## src/rtl/rggen_request_demux.sv

```systemverilog
// Routes one upstream request to a one-hot selected downstream target and returns
// that target's response upstream; a single transaction is in flight at a time.
module rggen_request_demux #(
  parameter int WIDTH      = 32,
  parameter int RESP_WIDTH = 32,
  parameter int ENTRIES    = 2,
  parameter int TIMEOUT    = 0
) (
  input  logic                                  i_clk,
  input  logic                                  i_rst_n,
  input  logic                                  i_request_valid,
  output logic                                  o_request_ready,
  input  logic [ENTRIES-1:0]                    i_select,
  input  logic [WIDTH-1:0]                      i_request_data,
  output logic [ENTRIES-1:0]                    o_valid,
  input  logic [ENTRIES-1:0]                    i_ready,
  output logic [WIDTH-1:0]                      o_data,
  input  logic [ENTRIES-1:0]                    i_response_valid,
  input  logic [ENTRIES-1:0][RESP_WIDTH-1:0]    i_response_data,
  output logic                                  o_response_valid,
  input  logic                                  i_response_ready,
  output logic [RESP_WIDTH-1:0]                 o_response_data,
  output logic                                  o_response_error
);

  localparam int CNT_W = (TIMEOUT > 0) ? $clog2(TIMEOUT + 1) : 1;
  localparam logic [CNT_W-1:0] CNT_LAST = (TIMEOUT > 0) ? CNT_W'(TIMEOUT - 1) : '0;
  localparam logic [CNT_W-1:0] CNT_SAT  = (TIMEOUT > 0) ? CNT_W'(TIMEOUT) : '0;

  typedef enum logic [1:0] {IDLE, REQUEST, WAIT, RESPONSE} state_t;

  state_t                  state_reg;
  logic [ENTRIES-1:0]      sel_reg;
  logic [ENTRIES-1:0]      valid_reg;
  logic [WIDTH-1:0]        data_reg;
  logic [CNT_W-1:0]        cnt_reg;
  logic                    resp_valid_reg;
  logic [RESP_WIDTH-1:0]   resp_data_reg;
  logic                    resp_err_reg;

  logic                    select_onehot;
  logic                    sel_ready;
  logic                    sel_resp_valid;
  logic                    timeout_hit;
  logic [RESP_WIDTH-1:0]   sel_resp_data;
  logic [ENTRIES-1:0][RESP_WIDTH-1:0] masked_resp;

  assign select_onehot  = (i_select != '0) && ((i_select & (i_select - ENTRIES'(1))) == '0);
  assign sel_ready      = |(i_ready & sel_reg);
  assign sel_resp_valid = |(i_response_valid & sel_reg);
  assign timeout_hit    = (TIMEOUT > 0) && (cnt_reg == CNT_LAST);

  // Only the captured target's response lane survives the AND-OR reduction.
  for (genvar gi = 0; gi < ENTRIES; gi++) begin : g_mask
    assign masked_resp[gi] = sel_reg[gi] ? i_response_data[gi] : '0;
  end

  always_comb begin
    sel_resp_data = '0;
    for (int i = 0; i < ENTRIES; i++) begin
      sel_resp_data = sel_resp_data | masked_resp[i];
    end
  end

  always_ff @(posedge i_clk or negedge i_rst_n) begin
    if (!i_rst_n) begin
      state_reg      <= IDLE;
      sel_reg        <= '0;
      valid_reg      <= '0;
      data_reg       <= '0;
      cnt_reg        <= '0;
      resp_valid_reg <= 1'b0;
      resp_data_reg  <= '0;
      resp_err_reg   <= 1'b0;
    end else begin
      if ((state_reg == REQUEST || state_reg == WAIT) && TIMEOUT > 0 && cnt_reg != CNT_SAT) begin
        cnt_reg <= cnt_reg + 1'b1;
      end
      case (state_reg)
        IDLE: begin
          if (i_request_valid) begin
            sel_reg  <= i_select;
            data_reg <= i_request_data;
            cnt_reg  <= '0;
            if (select_onehot) begin
              state_reg <= REQUEST;
              valid_reg <= i_select;
            end else begin
              state_reg      <= RESPONSE;
              resp_valid_reg <= 1'b1;
              resp_data_reg  <= '0;
              resp_err_reg   <= 1'b1;
            end
          end
        end
        REQUEST: begin
          // A completion in the timeout cycle takes priority over the error.
          if (sel_ready && sel_resp_valid) begin
            valid_reg      <= '0;
            state_reg      <= RESPONSE;
            resp_valid_reg <= 1'b1;
            resp_data_reg  <= sel_resp_data;
            resp_err_reg   <= 1'b0;
          end else if (timeout_hit) begin
            valid_reg      <= '0;
            state_reg      <= RESPONSE;
            resp_valid_reg <= 1'b1;
            resp_data_reg  <= '0;
            resp_err_reg   <= 1'b1;
          end else if (sel_ready) begin
            valid_reg <= '0;
            state_reg <= WAIT;
          end
        end
        WAIT: begin
          if (sel_resp_valid) begin
            state_reg      <= RESPONSE;
            resp_valid_reg <= 1'b1;
            resp_data_reg  <= sel_resp_data;
            resp_err_reg   <= 1'b0;
          end else if (timeout_hit) begin
            state_reg      <= RESPONSE;
            resp_valid_reg <= 1'b1;
            resp_data_reg  <= '0;
            resp_err_reg   <= 1'b1;
          end
        end
        RESPONSE: begin
          if (i_response_ready) begin
            state_reg      <= IDLE;
            resp_valid_reg <= 1'b0;
            resp_data_reg  <= '0;
            resp_err_reg   <= 1'b0;
          end
        end
        default: state_reg <= IDLE;
      endcase
    end
  end

  assign o_request_ready  = (state_reg == IDLE);
  assign o_valid          = valid_reg;
  assign o_data           = data_reg;
  assign o_response_valid = resp_valid_reg;
  assign o_response_data  = resp_data_reg;
  assign o_response_error = resp_err_reg;

endmodule
```

## config.mk

```make
export PLATFORM = sky130hd
export DESIGN_NAME = rggen_request_demux
export DESIGN_NICKNAME = d
export VERILOG_FILES = /design/src/rtl/rggen_request_demux.sv
export SDC_FILE = /design/constraint.sdc
export NUM_CORES = 1
export LEC_CHECK = 0
export ABC_AREA = 1
export CAP_MARGIN = 40
export CORE_ASPECT_RATIO = 0.5
export CORE_MARGIN = 5
export CORE_UTILIZATION = 44
export CTS_CLUSTER_SIZE = 30
export DETAILED_ROUTE_END_ITERATION = 8
export MAX_ROUTING_LAYER = met4
export PLACE_DENSITY = 0.86
export SYNTH_ARGS = -nofsm -noshare
export SYNTH_HDL_FRONTEND = slang
export SYNTH_SLANG_ARGS = --single-unit
```

## constraint.sdc

```tcl
create_clock -name i_clk -period 4.7 [get_ports i_clk]
set_input_delay 0.94 -clock i_clk [delete_from_list [all_inputs] [get_ports i_clk]]
set_output_delay 0.94 -clock i_clk [all_outputs]
set_load 0.01 [all_outputs]
```

-- Word-level counts from Yosys, hierarchy flattened
Cells that the tools add are included.
- add/subtract/negate cells: 1
- eq/ne operators: 10
- mux-type cells: 29
- bitwise gates (word level): 4
- reduce and logical (&&, ||, !) cells: 12
- operators by type and width (kind ; count):
    32-bit two-way mux ; 7
    32-bit one-hot mux with 4 select lines ; 1
    32-bit OR ; 1
    2-bit two-way mux ; 10
    2-bit != test, second input constant ; 4
    1-bit one-hot mux with 4 select lines ; 2
    2-bit one-hot mux with 4 select lines ; 1
    4-bit AND reduction ; 2
    1-bit two-way mux ; 7
    2-bit bitwise AND ; 3
    5-bit AND reduction ; 1
    2-bit equality test, second input constant ; 2
    2-bit logical NOT ; 2
    2-bit by 1-bit != test with 1-bit output, second input constant ; 2
    2-bit one-hot mux with 2 select lines ; 1
    2-bit nonzero test ; 2
    2-bit OR reduction ; 2
    3-bit by 2-bit != test with 1-bit output, second input constant ; 1
    2-bit by 1-bit equality test with 1-bit output, second input constant ; 1
    1-bit logical AND ; 2
    2-bit AND reduction ; 1
    2-bit by 1-bit subtractor with 2-bit output, second input constant ; 1
- bits in registers: 72
- output and inout bits: 69

-- Logic depth before layout (Yosys ltp)
Gate-level depths: netlist of the first run.
- depth in word-level cells: 7
- mapped depth: 9

-- Least setup slack after synthesis of the first run
No wires, ideal clock.
- path kind: input to register
- start: input port i_response_ready
- end: register resp_err_reg (netlist: o_response_error)
- library setup time: 0.118 ns
- data arrival time: 1.662 ns
- required time: 4.582 ns
- path slack: 2.920 ns
- stages on the path: 8
- cells stage by stage: inv_1 nand2_1 nand2_1 nor2_8 nand3_4 buf_4 nand2_1 nand2_1
- longest elaborated chain between the ends: 2
- ends and longest elaborated chain (what ; RTL line ; source):
    start, declared ; 21 ; input logic i_response_ready,
    2-bit != test (no line) ; -- ;
    5-bit AND reduction (no line) ; -- ;
    end signal, assigned ; 74 ; resp_err_reg <= 1'b0;
    end signal, assigned ; 92 ; resp_err_reg <= 1'b1;
    end signal, assigned ; 103 ; resp_err_reg <= 1'b0;
    end, declared ; 39 ; logic resp_err_reg;
Every way passes these cells.
A chain may end at the register's enable or synchronous reset.

-- Worst setup path in the final report of the first run
- start: input port i_select[0]
- end: register resp_data_reg[6] (netlist: o_response_data[6])
- longest elaborated chain between the ends: 6
- elaborated cells between the ends (all ways): 7
- those cells by class: add/sub: 1; eq/ne: 1; bitwise: 1; reduce/logical: 4
- ends and longest elaborated chain (what ; RTL line ; source):
    start, declared ; 13 ; input logic [ENTRIES-1:0] i_select,
    2-bit by 1-bit subtractor with 2-bit output ; 48 ; assign select_onehot = (i_select != '0) && ((i_select & (i_select - ENTRIES'(1))) == '0);
    2-bit bitwise AND ; 48 ;
    2-bit logical NOT ; 48 ;
    1-bit logical AND * ; 48 ;
    2-bit != test (no line) * ; -- ;
    5-bit AND reduction (no line) * ; -- ;
    end signal, assigned ; 102 ; resp_data_reg <= sel_resp_data;
    end signal, assigned ; 119 ; resp_data_reg <= sel_resp_data;
    end, declared ; 38 ; logic [RESP_WIDTH-1:0] resp_data_reg;
Every way passes the cells marked *; elsewhere a longest branch is shown, timed or not.

==> results of run 1 <==
==> synth_stat cells, drive strengths merged <==
cell type  count
nand2        251
dfrtp         72
nand4         34
a21oi         33
buf           21
inv           12
nand3          9
clkbuf         8
o21ai          6
ha             5
nor2           3
or2            1
==> metal layers <==
layer	up-vias	part of all wire (%)	global-route usage [%]
met5	-	0	-
met4	0	1.7	6.70
met3	13	4.1	6.09
met2	83	53	39.1
met1	1663	41	26.2
li1	1780	-	-
==> layout make-up <==
cell class | count | area share, %
Timing Repair Buffer | 179 | 32.3
Tap cell | 112 | 2.47
Sequential cell | 72 | 31.8
Inverter | 12 | 0.795
Multi-Input combinational cell | 342 | 27.0
Clock inverter | 6 | 1.63
Clock buffer | 10 | 4.04
==> worst max-delay path by stage <==
stage | endpoint | slack (ns) | start | cells after the start
6_report | o_response_data[6] | 1.93 | i_select[0] | 7
5_1_grt | o_response_data[6] | 1.80 | i_select[0] | 7
4_1_cts | o_response_data[6] | 1.98 | i_select[0] | 7
3_5_place_dp | o_response_data[6] | 1.64 | i_select[0] | 7
3_3_place_gp | o_response_data[13] | 1.73 | i_select[1] | 7
2_1_floorplan | o_response_error | 2.92 | i_response_ready | 8
==> logic make-up after synthesis <==
| logic type | synth area share, % |
|---|---|
| buf+inv | 5.47 |
| compound gates | 5.54 |
| simple gates | 36.1 |
| fa+ha+maj | 1.78 |
| flops | 51.1 |
==> where the power goes <==
group	switching (W)	internal, W	total (W)
logic	0.0000254	0.0000779	0.000103
clock network	0.000262	0.000467	0.000730
registers	0	0.000620	0.000620
total	0.000288	0.00117	0.00145
==> per-stage QoR <==
stage	instances	utilization [%]	instance area, um^2	hold WS [ns]
2_1_floorplan	455	-	3520	0.505
3_3_place_gp	713	66.7	5260	0.453
3_5_place_dp	717	67.8	5350	0.462
4_1_cts	733	71.9	5670	0.407
5_1_grt	733	71.9	5670	0.408
6_report	733	71.9	5670	0.420
==> worst reg2reg max path: stages, from the launching register on <==
cell	delay (ns)
dfrtp_1	0.45
inv_1	0.14
ha_1	0.26
nand3_2	0.60
nand3_4	0.61
nand2_1	0.11
nand2_1	0.10
==> run summary, run 1 <==
setup TNS -> 0 ns
Syn Nets -> 566
area share of the largest cell type after synthesis -> 51.1%
Leak Pwr -> 2.67 nW
width of the die -> 137 um
CTS resizes -> 0
Syn Inst Count -> 455
Max Clock Skew -> 0.00545 ns
Core Area -> 0.00789 mm^2
Hold-fix buffers, CTS -> 0
share of cells above drive strength 1 -> 4.83%
CP Buf/Inv Count -> 2
CP Data Required Time -> 4.96 ns
maximum vdd drop -> 0.183 mV
antenna-violating nets left -> 0
RD Place Congestion -> 0.807
Final Setup Violations -> 0
Placement Rows -> 23
fmax -> 361 MHz
cell family with most CP delay -> simple AND/OR/NAND/NOR gates
measured slew at the worst slew-check pin -> 0.723 ns
WL/cell -> 14.7 um
most common cell after layout, fill and taps aside -> nand2_1
H-tree Lvls -> 3
Slew Limit Fails -> 0
post-detail-place hpwl -> 7690 um
Post-Syn Area -> 0.00352 mm^2
GR Overflow Total -> 0
R2R Path End -> o_response_data[6]
worst-case reg-to-reg path depth -> 6
Antenna diodes -> 0
Max Cap Viol -> 0
CTS Buf Count -> 9
synthesized flop and latch total -> 72
vias in the first global route -> 3460
worst path cell trace -> clkdlybuf4s50_1 > inv_1 > nand2_1 > nand3_2 > nand3_4 > nand2_1 > nand2_1
reg2reg setup slack -> 2.37 ns
CTS tree -> done
die area -> 0.0100 mm^2
Iter 0 DRT Violations -> 197
Worst Setup Start Kind -> primary input
Place WS -> 1.64 ns
Synth cell types -> 21
Port Buffers -> 174
HP Class -> primary input to async pin
area of the multi-input gates -> 0.00153 mm^2
global-route wire length before repair -> 17100 um
main area contributors after synthesis -> dfrtp_1, nand2_1, nand4_1
Arrival @ worst endpoint -> 3.03 ns
FILL cells -> 588
CP most frequent cell -> nand2_1
die height -> 73.3 um
CTS Buffer Depth -> 2
CTS root buf -> clkbuf_16
Worst Setup End Kind -> flip-flop
routed vias/inst -> 4.83
FF+latch area -> 0.00180 mm^2
Post-Route WL -> 10800 um
initial antenna violation count -> 0
worst-path fanout max -> 35
Ys Warns -> 0
CP Class -> primary input to flip-flop
Initial Utilization -> 44.7%
Syn Area/Cell -> 7.74 um^2
DR pass1 iterations -> 4
Synth-to-Final Area Change -> 60.9%
Largest stage delay, worst path -> 0.60 ns
# IOs -> 175
RSZ-0062 raised after global routing -> no
sequential area share after synthesis -> 51.1%
largest area contributor in the netlist -> dfrtp_1
Min Clock Period, post-route -> 2.77 ns
slowest CP cell -> nand3_4
Global Route Usage Sum -> 22.6%
most frequent cells in the layout -> nand2_1, clkdlybuf4s50_1, dfrtp_1
largest net degree at the start of global routing -> 67
drc violations -> 0
Post-CTS Setup Bufs -> 0
pwr dens -> 256 mW/mm^2
worst skew pair latency -> 0.33 ns
CTS clk-pin slew, worst paths -> 0.06 ns
DR vias -> 3539
clock sinks -> 72
Final Power -> 0.00145 W
status -> completed
setup slack after layout -> 1.93 ns
fin nets -> 727
RR Startpoint -> state_reg[1]
relative slew slack -> 51.7%
Tcrit/Tclk final -> 59.0%
endpoints failing hold -> 0
Power figures use the tool's default switching activity.
==> run 2, diff against run 1 <==
Settings changed: CORE_UTILIZATION 44 to 37, PLACE_DENSITY 0.86 to 0.77.
Clock period 4.7 ns to 2.25 ns, I/O delays scaled along.
==> run summary, run 2 (synthesis gave the netlist of run 1 again) <==
status -> completed
CTS Buf Count -> 9 (unchanged)
Max Cap Viol -> 0 (unchanged)
maximum vdd drop -> 0.518 mV (+180%)
die height -> 79 um (+7.8%)
relative slew slack -> 60.5% (+8.7 points)
share of cells above drive strength 1 -> 5.90% (+1.1 points)
GR Overflow Total -> 0 (unchanged)
clock sinks -> 72 (unchanged)
DR vias -> 3598 (+1.7%)
CTS tree -> done
Worst Setup Start Kind -> flip-flop
drc violations -> 0 (unchanged)
Global Route Usage Sum -> 19.3% (-3.3 points)
RSZ-0062 raised after global routing -> no
largest net degree at the start of global routing -> 42 (-37%)
Seq pwr share -> 43.2% (+0.5 points)
Placement Rows -> 25 (+8.7%)
Post-Route WL -> 10900 um (+1.3%)
switching portion of total power -> 19.2% (-0.57 points)
Max Clock Skew -> 0.00437 ns (-0.00108 ns)
initial antenna violation count -> 0 (unchanged)
Slew Limit Fails -> 0 (unchanged)
H-tree Lvls -> 3 (unchanged)
Hold-fix buffers, CTS -> 0 (unchanged)
fmax -> 466 MHz
HP Class -> primary input to async pin
CP Data Required Time -> 1.80 ns (-3.16 ns)
CTS clk-pin slew, worst paths -> 0.06 ns (about the same)
routed vias/inst -> 4.81 (-0.37%)
WL/cell -> 14.6 um (-0.77%)
RD Place Congestion -> 0.800 (-0.89%)
measured slew at the worst slew-check pin -> 0.592 ns (-0.131 ns)
Tcrit/Tclk final -> 95.5%
width of the die -> 148 um (+8.4%)
# IOs -> 175 (unchanged)
internal power -> 0.00242 W (+110%)
Comb power frac -> 7.1% (about the same)
Clock Power Share -> 49.7% (-0.5 points)
Post-CTS Setup Bufs -> 0 (unchanged)
Core Util, Final -> 60.8% (-11 points)
crit path from -> state_reg[0]
pwr dens -> 528 mW/mm^2 (+110%)
vias in the first global route -> 3644 (+5.3%)
most frequent cells in the layout -> nand2_1, clkdlybuf4s50_1, dfrtp_1
CP Class -> flip-flop to output pin
Iter 0 DRT Violations -> 160 (-19%)
Antenna diodes -> 0 (unchanged)
worst skew pair latency -> 0.32 ns (about the same)
Min Clock Period, post-route -> 2.15 ns
CTS root buf -> clkbuf_16
worst-path fanout max -> 5 (-86%)
Leak Pwr -> 2.70 nW (+0.93%)
endpoints failing hold -> 0 (unchanged)
post-detail-place hpwl -> 7970 um (+3.6%)
Synth-to-Final Area Change -> 61.3%
Core Area -> 0.00935 mm^2 (+19%)
FILL cells -> 828 (+41%)
Final Setup Violations -> 0 (unchanged)
CTS resizes -> 0 (unchanged)
setup TNS -> 0 ns (unchanged)
global-route wire length before repair -> 17800 um (+4.2%)
Largest stage delay, worst path -> 0.55 ns (-0.05 ns)
CTS Buffer Depth -> 2 (unchanged)
Worst Setup End Kind -> output pin
Port Buffers -> 174 (unchanged)
fin nets -> 733 (+0.83%)
slowest CP cell -> clkdlybuf4s50_1
DR pass1 iterations -> 4 (unchanged)
die area -> 0.0117 mm^2 (+17%)
RR Startpoint -> state_reg[0]
net switching power -> 0.000577 W (+100%)
Arrival @ worst endpoint -> 1.70 ns (-1.33 ns)
most common cell after layout, fill and taps aside -> nand2_1
Initial Utilization -> 37.7% (-7.0 points)
antenna-violating nets left -> 0 (unchanged)
worst path cell trace -> inv_1 > ha_2 > clkdlybuf4s50_1
run 2: per-stage QoR:
step | total power (W) | setup WS, ns | hold slack (ns) | std cells | instance area (um^2)
6_report | 0.00300 | 0.102 | 0.0600 | 748 | 5680
5_1_grt | 0.00311 | 0.0325 | 0.0822 | 748 | 5680
3_5_place_dp | 0.00153 | 0.111 | 0.421 | 732 | 5370
4_1_cts | 0.00304 | 0.0140 | 0.0720 | 748 | 5680
2_1_floorplan | 0.00132 | 0.657 | 0.154 | 455 | 3520
3_3_place_gp | 0.00153 | 0.125 | 0.417 | 731 | 5350
run 2: routing by layer:
| layer | track usage, % | vias up | part of all wire, % | wire length (um) |
|---|---|---|---|---|
| met1 | 21.9 | 1711 | 41 | 4420 |
| met5 | - | - | 0 | 0 |
| met3 | 4.45 | 20 | 4.0 | 440 |
| met4 | 5.90 | 0 | 2.5 | 270 |
| met2 | 34.6 | 78 | 53 | 5760 |
| li1 | - | 1789 | - | - |
run 2: layout make-up:
class	instances	area, um^2	area share [%]
clock buffers	10	229	4.03
clock inverters	6	83.8	1.47
inverters	12	45.0	0.792
multi-input cells	342	1530	26.9
flip-flops and latches	72	1800	31.7
well taps	121	151	2.66
repair buffers	185	1840	32.4
run 2: final timing paths:
kind	to	cells past startpoint	slack [ns]
setup / recovery	o_request_ready	3	0.10
hold / removal	o_data[5]	1	0.06
setup reg to reg	o_response_data[5]	8	0.28
hold reg to reg	o_response_data[7]	2	0.47
max in group asynchronous	o_response_data[20]	2	1.62
min in group i_clk	o_response_data[7]	2	0.47
run 2: power by group through the flow:
stage | combinational, W | sequential, W | clock, W
final | 0.000213 | 0.00130 | 0.00149
after global placement | 0.000215 | 0.00132 | 0
after floorplan | 0.00000348 | 0.00132 | 0
after detailed placement | 0.000216 | 0.00132 | 0
after CTS | 0.000216 | 0.00130 | 0.00152
after global routing | 0.000230 | 0.00129 | 0.00158
run 2: worst max-delay path, delay by kind of cell (launching register included):
kind	cells	cell delay, ns
buffers and inverters	2	0.70
flip-flops	1	0.42
adder cells (fa/ha/maj)	1	0.26
==> run 3, diff against run 2 <==
Settings changed: GPL_TIMING_DRIVEN set to 0, SLEW_MARGIN set to 20.
==> run summary, run 3 (synthesis gave the netlist of run 1 again) <==
Core Area -> 0.00935 mm^2 (unchanged)
Iter 0 DRT Violations -> 143 (-11%)
R2R Path End -> o_valid[0]
net switching power -> 0.000598 W (+3.5%)
Min Clock Period, post-route -> 2.13 ns (-0.0181 ns)
Arrival @ worst endpoint -> 1.68 ns (-0.02 ns)
Antenna diodes -> 0 (unchanged)
clock sinks -> 72 (unchanged)
routed vias/inst -> 4.80 (-0.28%)
Final Setup Violations -> 0 (unchanged)
worst-case reg-to-reg path depth -> 9 (+1)
Tcrit/Tclk final -> 94.7% (-0.80 points)
Max Clock Skew -> 0.00498 ns (+0.000610 ns)
CTS resizes -> 0 (unchanged)
antenna-violating nets left -> 0 (unchanged)
relative slew slack -> 70.5% (+10 points)
DR pass1 iterations -> 4 (unchanged)
CP Buf/Inv Count -> 2 (unchanged)
cell family with most CP delay -> buffers and inverters
reg2reg setup slack -> 0.41 ns (+0.13 ns)
RD Place Congestion -> 0.848 (+6.0%)
most common cell after layout, fill and taps aside -> nand2_1
# IOs -> 175 (unchanged)
worst-path fanout max -> 5 (unchanged)
Slew Limit Fails -> 0 (unchanged)
Clock Power Share -> 50.5% (+0.8 points)
CTS tree -> done
share of cells above drive strength 1 -> 7.43% (+1.5 points)
Cells after DPL -> 751 (+2.6%)
CTS root buf -> clkbuf_16
Hold-fix buffers, CTS -> 0 (unchanged)
RSZ-0062 raised after global routing -> no
Worst Setup End Kind -> output pin
H-tree Lvls -> 3 (unchanged)
Hold Slack -> 0.00251 ns (-0.0575 ns)
measured slew at the worst slew-check pin -> 0.442 ns (-0.150 ns)
CP Class -> flip-flop to output pin
die height -> 79 um (unchanged)
worst skew pair latency -> 0.33 ns (about the same)
largest net degree at the start of global routing -> 54 (+29%)
Placement Rows -> 25 (unchanged)
internal power -> 0.00246 W (+1.4%)
maximum vdd drop -> 0.365 mV (-29%)
initial antenna violation count -> 0 (unchanged)
global-route wire length before repair -> 18500 um (+3.6%)
Worst Setup Start Kind -> flip-flop
pwr dens -> 530 mW/mm^2 (+0.36%)
CTS Buf Count -> 9 (unchanged)
Comb power frac -> 7.1% (about the same)
endpoints failing hold -> 0 (unchanged)
Final Power -> 0.00305 W (+1.8%)
CP Data Required Time -> 1.80 ns (about the same)
fmax -> 469 MHz (+0.85%)
slowest CP cell -> clkdlybuf4s50_1
Port Buffers -> 174 (unchanged)
status -> completed
CTS clk-pin slew, worst paths -> 0.06 ns (about the same)
Global Route Usage Sum -> 20.3% (+0.96 points)
final non-filler cell total -> 767 (+2.5%)
WL/cell -> 14.7 um (+0.94%)
Initial Utilization -> 37.7% (unchanged)
Synth-to-Final Area Change -> 63.7%
Leak Pwr -> 2.75 nW (+2.1%)
Largest stage delay, worst path -> 0.56 ns (about the same)
Max Cap Viol -> 0 (unchanged)
CTS Buffer Depth -> 2 (unchanged)
drc violations -> 0 (unchanged)
post-detail-place hpwl -> 8460 um (+6.1%)
vias in the first global route -> 3628 (-0.44%)
fin nets -> 752 (+2.6%)
worst path cell trace -> inv_1 > ha_2 > clkdlybuf4s50_1
Core Util, Final -> 61.7% (+0.88 points)
RR Startpoint -> state_reg[1]
Post-CTS Setup Bufs -> 0 (unchanged)
width of the die -> 148 um (unchanged)
most frequent cells in the layout -> nand2_1, clkdlybuf4s50_1, dfrtp_1
setup TNS -> 0 ns (unchanged)
HP Class -> primary input to async pin
Post-Route WL -> 11300 um (+3.5%)
DR vias -> 3679 (+2.3%)
switching portion of total power -> 19.6% (+0.32 points)
Seq pwr share -> 42.4% (-0.8 points)
GR Overflow Total -> 0 (unchanged)
die area -> 0.0117 mm^2 (unchanged)
==> run 3: area by class of cell <==
class / count / area, um^2
Timing Repair Buffer: 175 / 1770
Buffer: 29 / 148
Inverter: 12 / 45.0
Fill cell: 832 / 3590
Clock buffer: 11 / 243
Sequential cell: 72 / 1800
Tap cell: 121 / 151
Multi-Input combinational cell: 342 / 1530
Clock inverter: 5 / 80.1
==> run 3: power by group through the flow <==
stage	clock, W	sequential [W]	combinational, W
after detailed placement	0	0.00132	0.000220
after global placement	0	0.00132	0.000212
after CTS	0.00156	0.00130	0.000221
final	0.00154	0.00130	0.000217
after floorplan	0	0.00132	0.00000348
after global routing	0.00163	0.00129	0.000235
==> run 3: metrics by stage <==
stage               setup slack (ns)  cell area (um^2)
CTS                           0.0553              5760
finish                         0.120              5770
detailed placement             0.257              5440
global route                  0.0498              5770
floorplan                      0.657              3520
global placement               -1.81              5420
==> run 3: worst max path at each step <==
stage | start | endpoint | slack (ns) | depth (start not counted)
2_1_floorplan | state_reg[0] | o_response_error | 0.66 | 9
3_3_place_gp | i_rst_n | o_response_data[28] | -1.81 | 1
3_5_place_dp | i_request_valid | o_valid[0] | 0.26 | 8
4_1_cts | state_reg[0] | o_request_ready | 0.06 | 3
5_1_grt | state_reg[0] | o_request_ready | 0.05 | 3
6_report | state_reg[1] | o_request_ready | 0.12 | 3
==> run 3: metal layers <==
layer	global-route usage, %	wire length [um]	vias up
met5	-	0	-
met4	5.44	187	0
met3	4.22	336	18
met2	34.7	5940	73
met1	24.9	4800	1751
li1	-	-	1837
